## config.mk

```make
export PLATFORM = sky130hd
export DESIGN_NAME = full_adder
export DESIGN_NICKNAME = d
export VERILOG_FILES = /design/src/rtl/full_adder.sv
export SDC_FILE = /design/constraint.sdc
export NUM_CORES = 1
export LEC_CHECK = 0
export CORE_UTILIZATION = 50
export DETAILED_ROUTE_END_ITERATION = 8
export DONT_BUFFER_PORTS = 1
export PLACE_DENSITY = 0.66
export RECOVER_POWER = 25
export SYNTH_ARGS = -nofsm -noshare
export SYNTH_HDL_FRONTEND = slang
export SYNTH_SLANG_ARGS = --single-unit
```

## constraint.sdc

```tcl
create_clock -name clk -period 3.8 [get_ports clk]
set_input_delay 0.38 -clock clk [delete_from_list [all_inputs] [get_ports clk]]
set_output_delay 0.38 -clock clk [all_outputs]
set_load 0.05 [all_outputs]
```

## src/rtl/full_adder.sv

```systemverilog
// Single-bit full adder: combinational leaf cell plus a clocked path that
// registers results, can chain its own carry for LSB-first serial addition,
// counts applied vectors and records which input combinations were seen.
module full_adder #(
  parameter int CNT_W = 16
) (
  input  logic             clk,
  input  logic             rst,
  input  logic             a,
  input  logic             b,
  input  logic             cin,
  input  logic             valid,
  input  logic             serial_en,
  output logic             sum,
  output logic             cout,
  output logic             sum_q,
  output logic             cout_q,
  output logic             valid_q,
  output logic [CNT_W-1:0] vec_cnt,
  output logic [7:0]       cov_map,
  output logic             cov_full
);

  // Majority of three bits: the carry function of a full adder.
  function automatic logic maj3(input logic x, input logic y, input logic z);
    maj3 = (x & y) | (x & z) | (y & z);
  endfunction

  // Parity of three bits: the sum function of a full adder.
  function automatic logic par3(input logic x, input logic y, input logic z);
    par3 = x ^ y ^ z;
  endfunction

  logic             ci_s;
  logic [2:0]       combo_s;
  logic             sum_nxt_s;
  logic             cout_nxt_s;
  logic [CNT_W-1:0] cnt_nxt_s;
  logic [7:0]       cov_nxt_s;

  // Leaf arithmetic: depends only on a, b, cin; no clock, no state.
  always_comb begin
    sum  = par3(a, b, cin);
    cout = maj3(a, b, cin);
  end

  // Next-state for the clocked path; hold everything when not valid.
  always_comb begin
    ci_s       = serial_en ? cout_q : cin;
    combo_s    = {a, b, cin};
    sum_nxt_s  = sum_q;
    cout_nxt_s = cout_q;
    cnt_nxt_s  = vec_cnt;
    cov_nxt_s  = cov_map;
    if (valid) begin
      sum_nxt_s  = par3(a, b, ci_s);
      cout_nxt_s = maj3(a, b, ci_s);
      // Coverage tracks the raw cin, not the chained carry.
      cov_nxt_s  = cov_map | (8'b0000_0001 << combo_s);
      if (vec_cnt == {CNT_W{1'b1}}) begin
        cnt_nxt_s = vec_cnt;
      end else begin
        cnt_nxt_s = vec_cnt + CNT_W'(1);
      end
    end else begin
      sum_nxt_s  = sum_q;
      cout_nxt_s = cout_q;
      cnt_nxt_s  = vec_cnt;
      cov_nxt_s  = cov_map;
    end
  end

  // Result, carry, counter and coverage registers; reset wins over valid.
  always_ff @(posedge clk) begin
    if (rst) begin
      sum_q   <= 1'b0;
      cout_q  <= 1'b0;
      valid_q <= 1'b0;
      vec_cnt <= {CNT_W{1'b0}};
      cov_map <= 8'h00;
    end else begin
      sum_q   <= sum_nxt_s;
      cout_q  <= cout_nxt_s;
      valid_q <= valid;
      vec_cnt <= cnt_nxt_s;
      cov_map <= cov_nxt_s;
    end
  end

  // All eight combinations seen.
  always_comb begin
    cov_full = &cov_map;
  end

endmodule

```

==> results.sh <==
export IMPL_antenna_found_initial=0
export IMPL_initial_utilization_pct=54.2
export IMPL_die_h_um=51.4
export IMPL_clk_pin_slew_ns=0.14
export IMPL_synth_xor_xnor_area_share_pct=0.717
export IMPL_crit_family="simple AND/OR/NAND/NOR gates"
export IMPL_avgSynthCellArea_um2=8.91
export IMPL_maxSlewViolCount=0
export IMPL_ys_warn_count=0
export IMPL_holdCritPathClass="in2reg"
export IMPL_rsz0062_at_grt="no"
export IMPL_grt_overflow=0
export IMPL_cts_hold_buf=0
export IMPL_fin_cells=164
export IMPL_crit_type="reg2reg"
export IMPL_synth_top_family_by_area="simple AND/OR/NAND/NOR gates"
export IMPL_path_buf_inv=0
export IMPL_path_max_fanout=6
export IMPL_setup_viol=0
export IMPL_vdd_drop_max_mv=0.279
export IMPL_synth_mux_area_share_pct=4.30
export IMPL_max_stage_delay_ns=0.73
export IMPL_async_reset_ff_share_pct=0
export IMPL_synthAdderAreaFrac_pct=4.30
export IMPL_n_antenna_cell=0
export IMPL_insertion_delay_ns=0.32
export IMPL_max_freq_ghz=0.427
export IMPL_r2r_slack_ns=1.46
export IMPL_cts_resized=0
export IMPL_grt_max_degree=27
export IMPL_status="completed"
export IMPL_final_nets=147
export IMPL_rows=17
export IMPL_synth_compound_area_share_pct=17.6
export IMPL_worst_r2r_startpoint="vec_cnt[1]$_SDFFE_PP0P_"
export IMPL_cts_buffers=3
export IMPL_numPortBuffers=0
export IMPL_dp_hpwl_um=1830
export IMPL_tightestPinTransition_ns=0.872
export IMPL_arrival_ns=2.61
export IMPL_die_w_um=51.4
export IMPL_cap_violations=0
export IMPL_synth_simple_gate_area_share_pct=26.5
export IMPL_ys_ff_latch=27
export IMPL_wl_um=2530
export IMPL_setup_tns_ns=0
export IMPL_grt_pass1_vias=917
export IMPL_gp_congestion=0.843
export IMPL_vias_per_cell=6.31
export IMPL_r2r_cells=5
export IMPL_dp_cells=160
export IMPL_netlist_area_um2=1220
export IMPL_drive_gt1_share_pct=6.62
export IMPL_final_common_cell="dfxtp_1"
export IMPL_r2r_end="vec_cnt[14]$_SDFFE_PP0P_"
export IMPL_period_needed_ns=2.34
export IMPL_crit_slowest_cell="dfxtp_1"
export IMPL_max_slew_margin_rel_pct=41.7
export IMPL_ios=37
export IMPL_critPathCapture="vec_cnt[14]$_SDFFE_PP0P_"
export IMPL_cts_max_level=1
export IMPL_die_area_um2=2640
export IMPL_cp_num_cells=5
export IMPL_synth_edf_count=0
export IMPL_drt_pass1_iter_count=4
export IMPL_crit_path_start_kind="register"
export IMPL_hold_viol=0
export IMPL_synth_nets=147
export IMPL_crit_chain="ha_1 > nand3_1 > or2_2 > or4_1 > a21oi_1"
export IMPL_via_count=1035
export IMPL_critical_path_required_ns=4.07
export IMPL_ys_seq_area_share_pct=44.3
export IMPL_grt_first_pass_wirelength_um=4150
export IMPL_power_density_nw_per_um2=380
export IMPL_wl_per_cell_um=15.4
export IMPL_cellLeakagePower_nw=0.423
export IMPL_cts_sinks=27
export IMPL_core_area_um2=2250
export IMPL_syn_instance_count=137
export IMPL_drc_errors=0
export IMPL_clockBufferDepth=2
export IMPL_crit_start="vec_cnt[1]$_SDFFE_PP0P_"
export IMPL_detail_route_antenna_nets=0
export IMPL_synthFlopType="dfxtp_1"
export IMPL_synth_cell_types=35
export IMPL_area_delta_synth_final_pct=3.48
export IMPL_skew_ns=0.00317
export IMPL_cp_end_kind="register"
export IMPL_final_cell_mix="dfxtp_1, nor2_1, a21oi_1, nand4_1"
export IMPL_finalCritPeriodShare_pct=61.6
export IMPL_grt_usage_pct=20.8
export IMPL_cts_setup_buffers=0
export IMPL_clock_root_buffer="clkbuf_4"
export IMPL_nFillCells=219
export IMPL_cts_tree="done"
export IMPL_drt_iter0_markers=20
## worst min-delay path by stage
stage,startpoint,end,cells past startpoint
after floorplan,cin,cov_map[3]$_SDFFE_PP0P_,2
after global placement,rst,vec_cnt[11]$_SDFFE_PP0P_,1
after detailed placement,rst,vec_cnt[11]$_SDFFE_PP0P_,1
after CTS,rst,vec_cnt[14]$_SDFFE_PP0P_,1
after global routing,rst,vec_cnt[14]$_SDFFE_PP0P_,1
final,rst,vec_cnt[14]$_SDFFE_PP0P_,1
## report_power, final
| group | total, mW | leakage [nW] | internal [mW] | switching [mW] |
|---|---|---|---|---|
| clock | 0.123 | 0.0177 | 0.0395 | 0.0838 |
| sequential | 0.325 | 0.219 | 0.291 | 0.0340 |
| combinational | 0.0324 | 0.186 | 0.0132 | 0.0192 |
| total | 0.480 | 0.423 | 0.343 | 0.137 |
## stage by stage
step	instance area, um^2	worst slack [ns]	hold WS, ns	total power, mW	utilization (%)
global placement	1240	1.55	0.453	0.362	54.8
finish	1260	1.46	0.101	0.480	56.0
CTS	1260	1.46	0.0905	0.486	56.0
floorplan	1220	1.63	0.537	0.363	-
detailed placement	1240	1.49	0.456	0.364	54.8
global route	1260	1.28	0.0700	0.503	56.0
## flip-flops by register name (all words and copies together), names as in the netlist
register  cells
cout_q        1
cov_map       8
vec_cnt      16
valid_q       1
sum_q         1
## cell usage after synthesis (3+ instances only)
library cell   n  area (um^2)
o31ai_1        5         37.5
nor3_1         3         15.0
mux2i_1        3         30.0
nand2_1        6         22.5
or4_1          4         30.0
clkbuf_1       3         11.3
nor2b_1        4         25.0
or3_1          3         18.8
a21oi_1       11         55.1
nand3_1        4         20.0
a31oi_1        6         37.5
nor4_1         4         25.0
o21ai_0        3         15.0
nand4_1        7         43.8
dfxtp_1       27          541
nor2_1        21         78.8
## logic make-up after synthesis
kind of cell               Yosys count
buffers and inverters                7
adders and majority gates            3
xor gates and xnor gates             1
DFF                                 27
muxes                                5
and+or+nand+nor                     61
AOI/OAI and AO/OA                   33
## cell type report
type | instances | area, um^2 | share of cell area [%]
Clock buffer | 3 | 22.5 | 1.78
Clock inverter | 1 | 5.00 | 0.396
Inverter | 2 | 7.51 | 0.594
Multi-Input combinational cell | 103 | 653 | 51.7
Sequential cell | 27 | 541 | 42.8
Tap cell | 28 | 35.0 | 2.77
## layer usage
layer  vias up  share of wire [%]  global-route usage [%]
met1       486                 46                    27.7
li1        517                  -                       -
met4         0                1.1                    6.76
met2        28                 46                    32.0
met3         4                6.8                    6.25
met5         -                  0                       0
(Power assumes the default switching activity.)
